<file path="config.mk">
export PLATFORM = sky130hd
export DESIGN_NAME = uart_tx_fifo
export DESIGN_NICKNAME = d
export VERILOG_FILES = /design/src/rtl/uart_tx_fifo.sv
export SDC_FILE = /design/constraint.sdc
export NUM_CORES = 1
export LEC_CHECK = 0
export ABC_AREA = 1
export CAP_MARGIN = 5
export CORE_MARGIN = 5
export CORE_UTILIZATION = 60
export DETAILED_ROUTE_END_ITERATION = 7
export PLACE_DENSITY = 0.78
export SLEW_MARGIN = 10
export SYNTH_ARGS = -nofsm -noshare
export SYNTH_HDL_FRONTEND = slang
export SYNTH_SLANG_ARGS = --single-unit
export TNS_END_PERCENT = 1
</file>
<file path="constraint.sdc">
create_clock -name clk -period 2.2 [get_ports clk]
set_input_delay 0.66 -clock clk [delete_from_list [all_inputs] [get_ports clk]]
set_output_delay 0.66 -clock clk [all_outputs]
set_load 0.01 [all_outputs]
</file>
<file path="src/rtl/uart_tx_fifo.sv">
// UART transmitter with an integrated word FIFO and a valid/ready push port.
// Frames stream back-to-back from the FIFO; tx_o and busy_o are registered.
//
// state   | meaning
// --------+----------------------------------------------------------
// S_IDLE  | line high, waiting for the FIFO to hold a word
// S_START | start bit (low) for DIV cycles
// S_DATA  | DATA_W data bits, LSB first, DIV cycles each
// S_PAR   | parity bit for DIV cycles (only when PARITY != 0)
// S_STOP  | STOP_BITS stop bits (high); pops the next word on the final edge
module uart_tx_fifo #(
  parameter int CLK_FREQ_HZ = 50_000_000,
  parameter int BAUD        = 115200,
  parameter int DATA_W      = 8,
  parameter int PARITY      = 0,
  parameter int STOP_BITS   = 1,
  parameter int FIFO_DEPTH  = 16
) (
  input  logic                        clk,
  input  logic                        rst,
  input  logic [DATA_W-1:0]           data_i,
  input  logic                        valid_i,
  output logic                        ready_o,
  output logic                        tx_o,
  output logic                        busy_o,
  output logic [$clog2(FIFO_DEPTH):0] fifo_count_o
);

  localparam int DIV = CLK_FREQ_HZ / BAUD;
  localparam int AW  = $clog2(FIFO_DEPTH);
  localparam int BW  = (DIV > 1) ? $clog2(DIV) : 1;

  if (DIV < 2 || DATA_W < 5 || DATA_W > 9 || PARITY < 0 || PARITY > 2 ||
      (STOP_BITS != 1 && STOP_BITS != 2) || FIFO_DEPTH < 2 ||
      (FIFO_DEPTH & (FIFO_DEPTH - 1)) != 0) begin : g_param_err
    $error("uart_tx_fifo: illegal parameter combination");
  end

  typedef enum logic [2:0] {S_IDLE, S_START, S_DATA, S_PAR, S_STOP} state_t;

  logic [DATA_W-1:0] mem_q [FIFO_DEPTH];
  logic [AW-1:0]     wr_ptr_q, rd_ptr_q;
  logic [AW:0]       count_q, count_d;
  logic              push, pop, fifo_empty, par_bit;
  logic [DATA_W-1:0] head;

  state_t            state_q, state_d;
  logic [BW-1:0]     baud_q, baud_d;
  logic [3:0]        bit_q, bit_d;
  logic [DATA_W-1:0] shift_q, shift_d;
  logic              par_q, par_d;
  logic              tx_q, tx_d;
  logic              busy_q, busy_d;
  logic              bit_end;

  assign ready_o    = count_q < (AW+1)'(FIFO_DEPTH);
  assign push       = valid_i && ready_o;
  assign fifo_empty = (count_q == '0);
  assign head       = mem_q[rd_ptr_q];
  assign par_bit    = (PARITY == 1) ? ~^head : ^head;
  assign bit_end    = (baud_q == '0);

  // FIFO storage; contents need no reset since count gates every read
  always_ff @(posedge clk) begin
    if (push) mem_q[wr_ptr_q] <= data_i;
  end

  // FIFO occupancy next value: simultaneous push and pop cancel out
  always_comb begin
    count_d = count_q;
    if (push && !pop)      count_d = count_q + 1'b1;
    else if (!push && pop) count_d = count_q - 1'b1;
  end

  // FIFO pointers and occupancy
  always_ff @(posedge clk or posedge rst) begin
    if (rst) begin
      wr_ptr_q <= '0;
      rd_ptr_q <= '0;
      count_q  <= '0;
    end else begin
      if (push) wr_ptr_q <= wr_ptr_q + 1'b1;
      if (pop)  rd_ptr_q <= rd_ptr_q + 1'b1;
      count_q <= count_d;
    end
  end

  // FSM state register plus bit timer, shifter and registered line output
  always_ff @(posedge clk or posedge rst) begin
    if (rst) begin
      state_q <= S_IDLE;
      baud_q  <= '0;
      bit_q   <= '0;
      shift_q <= '0;
      par_q   <= 1'b0;
      tx_q    <= 1'b1;
      busy_q  <= 1'b0;
    end else begin
      state_q <= state_d;
      baud_q  <= baud_d;
      bit_q   <= bit_d;
      shift_q <= shift_d;
      par_q   <= par_d;
      tx_q    <= tx_d;
      busy_q  <= busy_d;
    end
  end

  // Next-state logic; tx_d is the line level for the bit that starts next edge
  always_comb begin
    state_d = state_q;
    baud_d  = bit_end ? baud_q : baud_q - 1'b1;
    bit_d   = bit_q;
    shift_d = shift_q;
    par_d   = par_q;
    tx_d    = tx_q;
    pop     = 1'b0;
    case (state_q)
      S_IDLE: begin
        tx_d = 1'b1;
        if (!fifo_empty) pop = 1'b1;
      end
      S_START: begin
        if (bit_end) begin
          state_d = S_DATA;
          tx_d    = shift_q[0];
          shift_d = shift_q >> 1;
          bit_d   = '0;
          baud_d  = BW'(DIV - 1);
        end
      end
      S_DATA: begin
        if (bit_end) begin
          baud_d = BW'(DIV - 1);
          if (bit_q == 4'(DATA_W - 1)) begin
            bit_d = '0;
            if (PARITY != 0) begin
              state_d = S_PAR;
              tx_d    = par_q;
            end else begin
              state_d = S_STOP;
              tx_d    = 1'b1;
            end
          end else begin
            tx_d    = shift_q[0];
            shift_d = shift_q >> 1;
            bit_d   = bit_q + 4'd1;
          end
        end
      end
      S_PAR: begin
        if (bit_end) begin
          state_d = S_STOP;
          tx_d    = 1'b1;
          bit_d   = '0;
          baud_d  = BW'(DIV - 1);
        end
      end
      S_STOP: begin
        if (bit_end) begin
          baud_d = BW'(DIV - 1);
          if (bit_q == 4'(STOP_BITS - 1)) begin
            if (!fifo_empty) begin
              pop = 1'b1;
            end else begin
              state_d = S_IDLE;
              tx_d    = 1'b1;
            end
          end else begin
            bit_d = bit_q + 4'd1;
          end
        end
      end
      default: begin
        state_d = S_IDLE;
        tx_d    = 1'b1;
      end
    endcase
    // Every pop starts a new frame immediately, from IDLE or the last stop edge
    if (pop) begin
      state_d = S_START;
      tx_d    = 1'b0;
      baud_d  = BW'(DIV - 1);
      shift_d = head;
      par_d   = par_bit;
    end
  end

  // Outputs; busy looks ahead at next state and count so it is registered
  always_comb begin
    busy_d       = (state_d != S_IDLE) || (count_d != '0);
    tx_o         = tx_q;
    busy_o       = busy_q;
    fifo_count_o = count_q;
  end

endmodule

</file>
==> qor.txt, run 1 <==
Iter 0 DRT Violations - 601
largest area contributor in the netlist - edfxtp_1
Fin. Hold Viols - 0
PwrDens - 888.4 mW/mm²
Critical path buffers and inverters - 1
CP delay by family, top - buffers and inverters
Worst-Margin Slew - 0.5976 ns
PortBufs - 18
worst clock skew - 0.007024 ns
nets - 728
crit-path cells - clkdlybuf4s50_1
Reg clk slew, reported paths - 0.06 ns
final worst slack - 0.02078 ns
vias in the first global route - 5224
top-area cell type share of the netlist area - 0.5211
Die W - 120.9 µm
pre-CTS setup slack - -0.09921 ns
DRT antenna net count - 0
Die Span Y - 120.9 µm
RSZ-0062 raised after global routing - yes
kind of critical path - flop to output port
area grow syn2layout - 16.44%
WHS Endpoint - tx_o
Worst slew margin - 0.5991
FF-to-FF path depth - 14
hold buffers post-CTS - 0
startpoint class of the critical path - flop
reg-to-reg slack, setup - 0.19 ns
Req. time, crit path - 1.54 ns
reg-to-reg critical path startpoint - baud_q[0]
final instance area - 0.008588 mm²
worst-skew pair later-pin latency - 0.43 ns
largest net degree at the start of global routing - 68
WHS Path Cells - 2
register area - 0.004823 mm²
routed wire length - 17660 µm
max layer used - met4
VDD IR max - 0.8750 mV
Distinct cells, synth - 34
cell area after synthesis - 0.007376 mm²
Ys Warns - 0
Post-Synthesis Cells - 656
Max Freq - 458.9 MHz
placed cell areas - 0.007945 mm²
die area - 0.01461 mm²
Tmin final - 2.179 ns
Worst EP arrival - 1.52 ns
area occupied by multi-input gates - 0.002243 mm²
CTS Buf Count - 17
Max FO, Critical Path - 2
clock sinks - 167
Root Buffer Master - clkbuf_16
routed length per placed instance - 20.44 µm
Overflow after GRT - 0
dpl hpwl - 11220 µm
Fillers - 794
slowest CP cell - clkdlybuf4s50_1
Syn Nets - 680
status - finished, final reports clean
Via Count - 5355
Worst Hold Class - flop to flop
HP Start - tx_o
worst flop-to-flop path endpoint - busy_o
max cap viols - 0
H-tree depth - 4
DRC - 0
Synth Register Bits - 167
Crit. End Element - output port
clock buffer depth - 2
Rows - 40
fin crit share - 0.9906
pins over their slew limit - 0
all-layer global routing usage - 0.2540
Largest stage delay, worst path - 0.55 ns
final RePlAce weighted congestion - 0.9130
first-pass GRT wire length - 27930 µm
initial antenna violation count - 0
top cells by area, synth - edfxtp_1 (52%), dfrtp_1 (13%), nor2_1 (4.8%), o21ai_0 (4.5%), nand2_1 (4.1%)
Top-Level Pins - 19
synthesized area per cell - 11.24 µm²
vias per cell - 6.198
core area - 0.01201 mm²
met3 WL - 1809 µm
Static Leakage - 3.283 nW
CTS tree - yes
met2 routed WL - 8598 µm
Initial Utilization - 0.6141
post-synthesis sequential area ratio - 0.6536
Pre-antenna DRT Iters - 5
ANT cells - 0
Final setup violation count - 0
M1 WL - 6736 µm
layout cell share with drive strength beyond 1 - 0.1604
[sequential cells by signal, summed over array words and instances (netlist names)]
| register | count |
|---|---|
| baud_q | 9 |
| bit_q | 4 |
| busy_o | 1 |
| fifo_count_o | 5 |
| mem_q | 128 |
| rd_ptr_q | 4 |
| shift_q | 8 |
| state_q | 3 |
| tx_o | 1 |
| wr_ptr_q | 4 |
[cells by family after synthesis]
| kind of cell | Yosys count | share of synthesized area |
|---|---|---|
| adder cells (fa/ha/maj) | 13 | 0.02205 |
| XOR/XNOR | 12 | 0.01425 |
| AND/OR/NAND/NOR | 258 | 0.1595 |
| flip-flops | 167 | 0.6536 |
| AO/OA/AOI/OAI | 130 | 0.1067 |
| buffers and inverters | 76 | 0.04394 |
[cell usage in the layout, fill, tap and decap left out, types with 5 or more instances in the layout]
| cell | count |
|---|---|
| dfrtp_1 | 36 |
| nand2_1 | 81 |
| nand2_2 | 6 |
| edfxtp_1 | 128 |
| nor2_2 | 10 |
| nor2_1 | 93 |
| inv_1 | 38 |
| o21ai_1 | 5 |
| ha_1 | 13 |
| nand3_1 | 47 |
| o221ai_1 | 28 |
| clkbuf_16 | 17 |
| o21ai_0 | 66 |
| inv_2 | 8 |
| a21oi_1 | 23 |
| clkdlybuf4s50_1 | 17 |
| buf_12 | 5 |
| buf_4 | 34 |
| xor2_1 | 11 |
[report_power, final]
group | internal, mW | switching [mW] | leakage [nW]
sequential | 3.54 | 0.117 | 1.62
clock | 1.90 | 1.22 | 0.302
combinational | 0.317 | 0.535 | 1.36
total | 5.76 | 1.87 | 3.28
[synth_stat cells]
library cell and n:
dfrtp_1 38, inv_2 8, edfxtp_1 128, nor2_1 94
clkbuf_1 15, a21oi_1 23, nand3b_2 1, nand3_1 47
inv_1 38, a22oi_1 4, nand2_4 1, nand2_2 8
xnor2_1 1, dfstp_2 1, nor2_2 9, nor2_4 3
a2111oi_2 1, nor3_2 1, ha_1 13, o21ai_2 3
nand2_1 81, buf_6 4, nor3_1 4, nor2_8 1
buf_2 7, o221ai_1 28, buf_1 2, o21ai_0 66
o21ai_1 5, nand3_2 4, clkinv_1 2, xor2_1 11
nand4_1 3, nor3b_2 1
[cell type report]
type                    count  share of cell area
well taps                 147             0.02142
flip-flops and latches    167              0.5616
clock inverters            15             0.02302
repair buffers             57             0.06221
clock buffers              17             0.04953
inverters                  48             0.02098
multi-input cells         413              0.2612
[what timing repair did]
action                                  CTS  global route
resized for setup                         1             4
endpoints found under the setup margin    1             3
setup buffers                             0             1
pin swaps                                 0             1
gates cloned                              0             0
[how the worst max path moves through the flow]
stage	from	endpoint	slack, ns	depth (start not counted)
after detailed placement	valid_i	busy_o	-0.1	11
final	tx_o	tx_o	0.02	1
after global routing	baud_q[0]	busy_o	-0.03	14
after global placement	valid_i	mem_q[7][1]	-0.08	6
after floorplan	valid_i	mem_q[11][0]	0.26	5
after CTS	tx_o	tx_o	0.007	1
[worst min-delay path, stage by stage (launching register included)]
cell and delay, ns:
dfstp_2 0.37, nand2_1 0.06, o21ai_1 0.05
[per-layer routing]
layer | up-vias | global-route usage
li1 | 2414 | -
met4 | 0 | 0.1098
met3 | 51 | 0.05548
met2 | 360 | 0.4019
met5 | - | 0
met1 | 2530 | 0.3416
[through the flow]
step                      hold WS, ns  setup TNS, ns  cells  utilization  power (mW)
after CTS                      0.4878              0    863       0.7132       7.632
after global placement         0.4585         -5.956    831       0.6615       4.518
after detailed placement       0.4785         -5.107    831       0.6615       4.549
after floorplan                0.4437              0    656            -       4.146
after global routing           0.4914       -0.02741    864       0.7150       7.891
final                          0.4872              0    864       0.7150       7.630
Note: power is estimated with default switching activity, not from simulation.
==> run 2: changes to the inputs <==
--- a/config.mk
+++ b/config.mk
@@ -15,4 +15,4 @@
 export SYNTH_ARGS = -nofsm -noshare
 export SYNTH_HDL_FRONTEND = slang
 export SYNTH_SLANG_ARGS = --single-unit
-export TNS_END_PERCENT = 1
+export TNS_END_PERCENT = 30
==> results of run 2 <==
Same layout as run 1: the final DEF is identical, and so are final timing and power.
